--- config.mk ---
export PLATFORM = sky130hd
export DESIGN_NAME = gpio_in_capture
export DESIGN_NICKNAME = d
export VERILOG_FILES = /design/src/rtl/gpio_in_capture_pkg.sv /design/src/rtl/gpio_in_fifo.sv /design/src/rtl/gpio_in_capture.sv
export SDC_FILE = /design/constraint.sdc
export NUM_CORES = 1
export LEC_CHECK = 0
export BUFFER_PORTS_ARGS = -buffer_cell sky130_fd_sc_hd__buf_2
export CAP_MARGIN = 20
export CORE_ASPECT_RATIO = 1.25
export CORE_MARGIN = 3
export CORE_UTILIZATION = 60
export CTS_CLUSTER_SIZE = 8
export DETAILED_ROUTE_END_ITERATION = 10
export GPL_ROUTABILITY_DRIVEN = 0
export PLACE_DENSITY = 0.77
export SYNTH_ARGS = -nofsm -noshare
export SYNTH_HDL_FRONTEND = slang
export SYNTH_SLANG_ARGS = --single-unit
--- constraint.sdc ---
create_clock -name CLK -period 5.59 [get_ports CLK]
set_clock_uncertainty 0.05 [all_clocks]
set_input_delay 0.559 -clock CLK [delete_from_list [all_inputs] [get_ports CLK]]
set_output_delay 0.559 -clock CLK [all_outputs]
set_load 0.01 [all_outputs]
--- src/rtl/gpio_in_capture_pkg.sv ---
`default_nettype none
// +----------------------------------------------------------------------+
// | params / settings / gpio_in_capture_pkg                              |
// | Edge-select codes, settings bundle and shared helpers for GPIO input. |
// | Rev 1.0                                                              |
// +----------------------------------------------------------------------+
package params;
  localparam logic [1:0] GPIO_EDGE_NONE = 2'd0;
  localparam logic [1:0] GPIO_EDGE_RISE = 2'd1;
  localparam logic [1:0] GPIO_EDGE_FALL = 2'd2;
  localparam logic [1:0] GPIO_EDGE_BOTH = 2'd3;
endpackage

package settings;
  typedef struct packed {
    logic [3:0]       enable;
    logic [3:0][1:0]  edge_mode;
    logic [15:0]      debounce;
    logic             clear;
  } gpio_in_settings_t;
endpackage

package gpio_in_capture_pkg;
  localparam int c_num_ch = 4;
  localparam int c_ch_w   = 2;
  localparam int c_cnt_w  = 16;

  // True when a transition in direction 'rise' is selected by 'mode'.
  function automatic logic edge_match(input logic [1:0] mode, input logic rise);
    logic w_hit;
    w_hit = (mode == params::GPIO_EDGE_BOTH) ||
            ( rise && (mode == params::GPIO_EDGE_RISE)) ||
            (!rise && (mode == params::GPIO_EDGE_FALL));
    return w_hit;
  endfunction
endpackage
`default_nettype wire

--- src/rtl/gpio_in_fifo.sv ---
`default_nettype none
// +----------------------------------------------------------------------+
// | gpio_in_fifo                                                         |
// | Synchronous show-ahead FIFO; head reads as zero while empty.         |
// | Rev 1.0                                                              |
// +----------------------------------------------------------------------+
module gpio_in_fifo #(
  parameter int DEPTH = 16,
  parameter int WIDTH = 35
) (
  input  logic                     clk,
  input  logic                     rst,
  input  logic                     flush,
  input  logic                     push,
  input  logic [WIDTH-1:0]         wdata,
  input  logic                     pop,
  output logic [WIDTH-1:0]         rdata,
  output logic                     full,
  output logic                     empty,
  output logic [$clog2(DEPTH):0]   count
);
  localparam int c_aw = $clog2(DEPTH);
  localparam logic [c_aw:0]   c_depth   = (c_aw+1)'(DEPTH);
  localparam logic [c_aw:0]   c_cnt_one = (c_aw+1)'(1);
  localparam logic [c_aw-1:0] c_ptr_one = c_aw'(1);

  logic [WIDTH-1:0] r_mem [DEPTH];
  logic [c_aw-1:0]  r_wr_ptr;
  logic [c_aw-1:0]  r_rd_ptr;
  logic [c_aw:0]    r_count;
  logic             w_pop_ok;
  logic             w_push_ok;

  assign empty = (r_count == '0);
  assign full  = (r_count == c_depth);
  // A pop on a full FIFO frees the slot the same-edge push lands in.
  assign w_pop_ok  = pop && !empty;
  assign w_push_ok = push && (!full || w_pop_ok);

  always_ff @(posedge clk) begin
    if (rst || flush) begin
      r_wr_ptr <= '0;
      r_rd_ptr <= '0;
      r_count  <= '0;
    end else begin
      if (w_push_ok) r_wr_ptr <= r_wr_ptr + c_ptr_one;
      if (w_pop_ok)  r_rd_ptr <= r_rd_ptr + c_ptr_one;
      case ({w_push_ok, w_pop_ok})
        2'b10:   r_count <= r_count + c_cnt_one;
        2'b01:   r_count <= r_count - c_cnt_one;
        default: r_count <= r_count;
      endcase
    end
  end

  always_ff @(posedge clk) begin
    if (w_push_ok) r_mem[r_wr_ptr] <= wdata;
  end

  assign rdata = empty ? '0 : r_mem[r_rd_ptr];
  assign count = r_count;
endmodule
`default_nettype wire

--- src/rtl/gpio_in_capture.sv ---
`default_nettype none
// +----------------------------------------------------------------------+
// | gpio_in_capture                                                      |
// | Sync + debounce four GPIO inputs, timestamp edges into an event FIFO.|
// | Rev 1.0                                                              |
// +----------------------------------------------------------------------+
module gpio_in_capture
  import gpio_in_capture_pkg::*;
#(
  parameter int DEPTH    = 16,
  parameter int TS_WIDTH = 32
) (
  input  logic                          CLK,
  input  logic                          RST,
  input  logic                          GPIO_IN [c_num_ch],
  input  settings::gpio_in_settings_t   SETTINGS,
  input  logic [TS_WIDTH-1:0]           SYS_TIME,
  output logic                          LEVEL [c_num_ch],
  input  logic                          POP,
  output logic                          EVENT_VALID,
  output logic [c_ch_w-1:0]             EVENT_CH,
  output logic                          EVENT_RISE,
  output logic [TS_WIDTH-1:0]           EVENT_TIME,
  output logic [$clog2(DEPTH):0]        COUNT,
  output logic                          OVERFLOW
);
  localparam int c_ev_w = c_ch_w + 1 + TS_WIDTH;
  localparam logic [c_cnt_w-1:0] c_cnt_one = c_cnt_w'(1);

  logic [c_num_ch-1:0]  r_sync1;
  logic [c_num_ch-1:0]  r_sync2;
  logic [c_num_ch-1:0]  r_level;
  logic [c_cnt_w-1:0]   r_cnt [c_num_ch];

  logic [c_num_ch-1:0]  r_pend_valid;
  logic [c_num_ch-1:0]  r_pend_rise;
  logic [TS_WIDTH-1:0]  r_pend_time [c_num_ch];
  logic                 r_overflow;

  logic [c_num_ch-1:0]  w_toggle;
  logic [c_num_ch-1:0]  w_qual;
  logic [c_num_ch-1:0]  w_drained;
  logic [c_num_ch-1:0]  w_base;
  logic [c_num_ch-1:0]  w_load;
  logic [c_num_ch-1:0]  w_drop;
  logic [c_ch_w-1:0]    w_drain_sel;
  logic                 w_any;
  logic                 w_accept;
  logic                 w_full;
  logic                 w_empty;
  logic [c_ev_w-1:0]    w_wdata;
  logic [c_ev_w-1:0]    w_rdata;

  always_ff @(posedge CLK) begin
    if (RST) begin
      r_sync1 <= '0;
      r_sync2 <= '0;
      r_level <= '0;
      for (int i = 0; i < c_num_ch; i++) r_cnt[i] <= '0;
    end else begin
      r_sync1 <= {GPIO_IN[3], GPIO_IN[2], GPIO_IN[1], GPIO_IN[0]};
      r_sync2 <= r_sync1;
      for (int i = 0; i < c_num_ch; i++) begin
        if (r_sync2[i] == r_level[i]) begin
          r_cnt[i] <= '0;
        end else if (r_cnt[i] >= SETTINGS.debounce) begin
          r_level[i] <= ~r_level[i];
          r_cnt[i]   <= '0;
        end else begin
          r_cnt[i] <= r_cnt[i] + c_cnt_one;
        end
      end
    end
  end

  for (genvar g = 0; g < c_num_ch; g++) begin : g_ch
    assign w_toggle[g] = (r_sync2[g] != r_level[g]) && (r_cnt[g] >= SETTINGS.debounce);
    // The new level after a toggle is the inverse of the current one.
    assign w_qual[g]   = w_toggle[g] && SETTINGS.enable[g] &&
                         edge_match(SETTINGS.edge_mode[g], ~r_level[g]);
    assign LEVEL[g]    = r_level[g];
  end

  always_comb begin
    w_drain_sel = '0;
    for (int i = c_num_ch - 1; i >= 0; i--) begin
      if (r_pend_valid[i]) w_drain_sel = c_ch_w'(i);
    end
  end

  assign w_any     = |r_pend_valid;
  assign w_accept  = w_any && (!w_full || POP);
  assign w_drained = w_accept ? (c_num_ch'(1) << w_drain_sel) : '0;
  // Occupancy after this edge's drain, so a draining entry can be refilled.
  assign w_base    = r_pend_valid & ~w_drained;
  assign w_load    = w_qual & ~w_base;
  assign w_drop    = w_qual &  w_base;

  always_ff @(posedge CLK) begin
    if (RST || SETTINGS.clear) begin
      r_pend_valid <= '0;
      r_pend_rise  <= '0;
      r_overflow   <= 1'b0;
      for (int i = 0; i < c_num_ch; i++) r_pend_time[i] <= '0;
    end else begin
      r_pend_valid <= w_base | w_load;
      r_overflow   <= r_overflow || (|w_drop) || (w_any && !w_accept);
      for (int i = 0; i < c_num_ch; i++) begin
        if (w_load[i]) begin
          r_pend_rise[i] <= ~r_level[i];
          r_pend_time[i] <= SYS_TIME;
        end
      end
    end
  end

  assign w_wdata = {w_drain_sel, r_pend_rise[w_drain_sel], r_pend_time[w_drain_sel]};

  gpio_in_fifo #(
    .DEPTH (DEPTH),
    .WIDTH (c_ev_w)
  ) u_fifo (
    .clk   (CLK),
    .rst   (RST),
    .flush (SETTINGS.clear),
    .push  (w_any),
    .wdata (w_wdata),
    .pop   (POP),
    .rdata (w_rdata),
    .full  (w_full),
    .empty (w_empty),
    .count (COUNT)
  );

  assign EVENT_VALID = !w_empty;
  assign EVENT_CH    = w_rdata[c_ev_w-1 -: c_ch_w];
  assign EVENT_RISE  = w_rdata[TS_WIDTH];
  assign EVENT_TIME  = w_rdata[TS_WIDTH-1:0];
  assign OVERFLOW    = r_overflow;
endmodule
`default_nettype wire

# ---- Word-level counts from Yosys, hierarchy flattened
# Memory sizes are Yosys's and may differ from the RTL's. A register that Yosys moved wholly into a read port is not among the register bits.
# Cells that the tools add are included.
dict set report word_totals {
  register_bits 34
  mem_bits_rw 752
  in_bits 68
  word_cells 222
  n_memories 3
}
dict set report classes {
  addsub 8
  magnitude_cmp 5
  eq_ne 23
  shift 1
  muxes 89
  n_bitwise 30
  n_reduce_logical 48
}
# name depth width rd rd_ports_with_merged_regs write_ports line_no
set mem_list {}
lappend mem_list {u_fifo.r_mem 16 35 1 1 1 gpio_in_fifo.sv:27} ;# logic [WIDTH-1:0] r_mem [DEPTH];
lappend mem_list {r_pend_time 4 32 1 0 4 gpio_in_capture.sv:37} ;# logic [TS_WIDTH-1:0] r_pend_time [c_num_ch];
lappend mem_list {r_cnt 4 16 4 0 4 gpio_in_capture.sv:33} ;# logic [c_cnt_w-1:0] r_cnt [c_num_ch];
# operator count
set ops {}
lappend ops {{two-way mux 16 bit} 12}
lappend ops {{two-way mux 32 bit} 4}
lappend ops {{adder 16 x 1 -> 16 bit (second input constant)} 4}
lappend ops {{greater-or-equal comparator 16 bit} 4}
lappend ops {{two-way mux 1 bit} 63}
lappend ops {{two-way mux 35 bit} 1}
lappend ops {{logical AND 1 bit} 24}
lappend ops {{equality test 2 bit (second input constant)} 9}
lappend ops {{bitwise OR 1 bit} 16}
lappend ops {{logical OR 1 bit} 13}
lappend ops {{AND 4 bit} 3}
lappend ops {{two-way mux 4 bit} 3}
lappend ops {{equality test 2 x 1 -> 1 bit (second input constant)} 5}
lappend ops {{one-hot mux 5 bit (2 select lines)} 1}
lappend ops {{adder 4 x 1 -> 4 bit (second input constant)} 2}
lappend ops {{two-way mux 2 bit} 4}
lappend ops {{inverter 1 bit} 8}
lappend ops {{inverter 4 bit} 2}
lappend ops {{AND reduction 2 bit} 4}
lappend ops {{OR reduction 4 bit} 2}
lappend ops {{adder 5 x 1 -> 5 bit (second input constant)} 1}
lappend ops {{equality test 5 bit (second input constant)} 1}
lappend ops {{logical NOT 5 bit} 1}
lappend ops {{subtractor 5 x 1 -> 5 bit (second input constant)} 1}
lappend ops {{other kinds (8)} 16}

# ---- Logic depth before layout (Yosys ltp)
dict set report logic_depth {
  depth_word 14
  depth_mapped 14
  depth_no_buf 13
}

# ---- Hierarchy
# Synthesis repeated with hierarchy kept, for this count alone.
dict set report unflattened {
  cells_unflattened 1954
  hier_area_um2 33255.6
}
# module n_inst cells_per_inst area_each_um2 seq_area_each_um2
set by_module_without_submodules {}
lappend by_module_without_submodules {gpio_in_fifo 1 990 22327.7 17156.5}
lappend by_module_without_submodules {gpio_in_capture 1 964 10928.0 6185.9}

# ---- Least setup slack after synthesis
# No wires, ideal clock.
dict set report synth_path {
  kind {input -> register}
  startpoint {input SETTINGS[13] (netlist bit)}
  endpoint {memory r_pend_time[0][0], enable pin}
  setup_ps 466
  arrival_ps 4037
  setup_slack_ps 1037
  stages 7
  n_path_buf 0
  cell_sequence {inv_1 ha_1 a21o_1 a21oi_1 o21ai_0 o2111ai_1 o21ai_0}
}
# element line_no
set synth_lines {}
lappend synth_lines {{start, declared} gpio_in_capture.sv:16} ;# input settings::gpio_in_settings_t SETTINGS,
lappend synth_lines {{end, declared} gpio_in_capture.sv:37}

==> flow_metrics.tcl <==
set metrics [dict create \
    netlist_area_mm2 0.03283 \
    cp_max_fo 84 \
    io_buffers 113 \
    numCtsBuffers 108 \
    finalSetupViolations 0 \
    hold_buffers 0 \
    core-area_mm2 0.05396 \
    cap_viol_max_count 0 \
    critPathKind "reg -> out" \
    syn_avg_cell_area_um2 17.00 \
    end_kind "primary output" \
    power_mw 12.76 \
    firstDrtPassIters 9 \
    cts_max_level 3 \
    syn_to_final_growth_pct 14.63 \
    synth.area.mux_share_pct 12.25 \
    seqCellArea_mm2 0.02335 \
    vias 18720 \
    status "finished clean" \
    post_cts_buffers 0 \
    r2r-start "r_cnt[3][11]" \
    yosys_warnings 0 \
    fin_cells 2922 \
    hp-class "in -> reg" \
    critPathArrivalTime_ns 3.46 \
    period_share_pct 72.81 \
    multi_input_comb_area_mm2 0.009326 \
    rr_worst_depth 9 \
    ioPinCount 114 \
    synth_seq_area_share_pct 71.11 \
    root_buffer "clkbuf_16" \
    rsz0062_at_grt "no" \
    rr_endpoint "r_pend_time[3][25]" \
    cts_tree "done" \
    grt_pass1_vias 19460 \
    path_buf_inv 2 \
    max_slew.worst_pin.slew_ns 1.046 \
    ys_async_sr_fraction_pct 0 \
    drcViolationCount 0 \
    grt_remaining_overflow 0 \
    powerDensity_mw_per_mm2 339.1 \
    whs_path_depth 2 \
    grt_pass1_wl_um 121100 \
    clk_pin_slew_ns 0.05 \
    min_from "GPIO_IN[0]" \
    crit_family "multiplexers" \
    worst_slack_ns 1.520 \
    holdWs_ns 0.1021 \
    slew_headroom_pct 30.25 \
    drtIter0Drc 2484 \
    vias_per_cell 6.405 \
    insertion_delay_ns 0.64 \
    finalHoldViolations 0 \
    ir_drop_uv 270.7 \
    avgRoutedWirePerCell_um 27.53 \
    crit_path_top_delay_cell "dfxtp_4" \
    max_freq_mhz 245.7 \
    synth.distinct_cells 49 \
    die_h_um 267.5 \
    synth_compound_area_share_pct 2.489 \
    setup_tns_ns 0 \
    diodes 0 \
    cts_resized 0 \
    report.final.slew_viol_count 0 \
    dp_slack_ns 1.645 \
    layout-drive-gt1-share_pct 21.69 \
    min_period_ns 4.070 \
    nNetsFinal 2307 \
    cp.required_ns 4.98 \
    dp_hpwl_um 45700 \
    grt_max_degree 85 \
    cp_common_cell "mux4_2" \
    track_usage_pct 28.42 \
    synth_top_family_by_area "multiplexers" \
    die_w_um 215.2 \
    slowest_delay_ns 0.66 \
    ys.flop_type "edfxtp_1" \
    synth_cells 1931 \
    clockBufferDepth 3 \
    synth-xor-area-share_pct 1.814 \
    ant_nets 0 \
    synth-edff-count 752 \
    dieArea_mm2 0.05757 \
    crit_path_start_kind "flop" \
    yosys.area_share.simple_pct 7.654 \
    row_count 95 \
    antenna_found_initial 2 \
    start_util_pct 60.83 \
    place_inst 2777 \
    numClockSinks 790 \
    reg2reg_setup_slack_ns 1.87 \
    drt-total-wl_um 80440 \
    fillers 3360 \
    synthAdderAreaFrac_pct 2.996 \
    hold_end "r_sync1[3]" \
    leakagePower_nw 12.83 \
    synth-seq-cells 790 \
    crit_path_cell_trace "buf_12, mux4_2, mux4_2, and2_1, buf_2" \
]
==> per-layer routing <==
layer / track usage [%] / wire [um]
met5: 0 / 9
met1: 36.73 / 28930
met2: 48.24 / 41430
met3: 4.982 / 6782
met4: 12.42 / 3291
==> cell type report <==
cell class                      count  share of cell area [%]
Clock buffer                      138                   7.538
Clock inverter                      6                  0.2826
Inverter                           41                  0.4090
Multi-Input combinational cell   1067                   24.79
Sequential cell                   790                   62.06
Tap cell                          727                   2.417
Timing Repair Buffer              153                   2.504
==> placed cells by master (no fill, tap or decap), types with 8 or more instances in the layout <==
cell type  instances
nor2_1           206
o21ai_0           18
mux2i_1            8
dfxtp_1           34
nor3_1            40
edfxtp_1         752
ha_1              77
nor2b_1           10
nor2_4            13
conb_1            64
and2_1            36
and3_1            15
nand3_1           37
nand2_1          147
nand4_1           21
clkbuf_16        109
xnor2_1           30
xor2_1            38
inv_1             41
a21oi_1           32
buf_2            113
buf_4             32
a222oi_1          33
clkbuf_1          29
mux4_2           175
==> synth_stat cells (all sizes together) (11+ instances only) <==
library cell	count	area, um2
clkbuf	59	221.5
dfxtp	38	760.7
ha	77	963.4
xor2	38	332.8
edfxtp	752	22580
nand4	21	131.4
nor2	219	822.0
o21ai	19	95.09
and3	15	93.84
inv	41	153.9
buf	37	173.9
nand2	147	551.8
nand3	37	185.2
a21oi	32	160.2
xnor2	30	262.8
and2	37	231.5
nor3	45	225.2
nor2b	11	68.82
a222oi	33	330.3
mux4	175	3941
==> through the flow <==
step / cell area (um2) / utilization (%)
6_report: 37630 / 69.73
5_1_grt: 37630 / 69.73
4_1_cts: 37610 / 69.70
3_5_place_dp: 34670 / 64.25
3_3_place_gp: 34650 / 64.21
2_1_floorplan: 33060 / -
==> how the worst max path moves through the flow <==
stage	from	endpoint	slack, ns	cells past startpoint
after floorplan	SETTINGS[13]	r_pend_time[0][0]	1.04	7
after global placement	SETTINGS[14]	r_pend_time[3][26]	1.70	11
after detailed placement	SETTINGS[14]	r_pend_time[3][28]	1.64	11
after CTS	flop	EVENT_TIME[1]	1.46	5
after global routing	flop	EVENT_TIME[19]	1.35	5
final	flop	EVENT_TIME[19]	1.52	5
==> state kept, by name (all words and copies together), names as in the netlist, named ones only <==
name / cells
r_pend_rise: 4
r_sync2: 4
r_cnt: 64
r_sync1: 4
r_level: 4
u_fifo.r_wr_ptr: 4
u_fifo.r_rd_ptr: 4
u_fifo.r_mem: 560
r_pend_valid: 4
u_fifo.count: 5
r_pend_time: 128
OVERFLOW: 1
==> logic make-up (layout without fill, tap and decap cells) <==
group / count (synthesis) / after routing
other: 1 / 64
flip-flops: 790 / 790
multiplexers: 183 / 183
buffers and inverters: 137 / 338
AO/OA/AOI/OAI: 112 / 112
AND/OR/NAND/NOR: 562 / 562
adder cells (fa/ha/maj): 78 / 78
XOR/XNOR: 68 / 68
==> report_power, final <==
part | switching [mW] | total, mW | leakage (nW) | internal (mW)
registers | 0.0521 | 6.59 | 7.52 | 6.54
clock network | 2.36 | 5.85 | 1.42 | 3.49
logic | 0.226 | 0.319 | 3.88 | 0.0932
No activity file was read; power rests on OpenSTA's default activity.
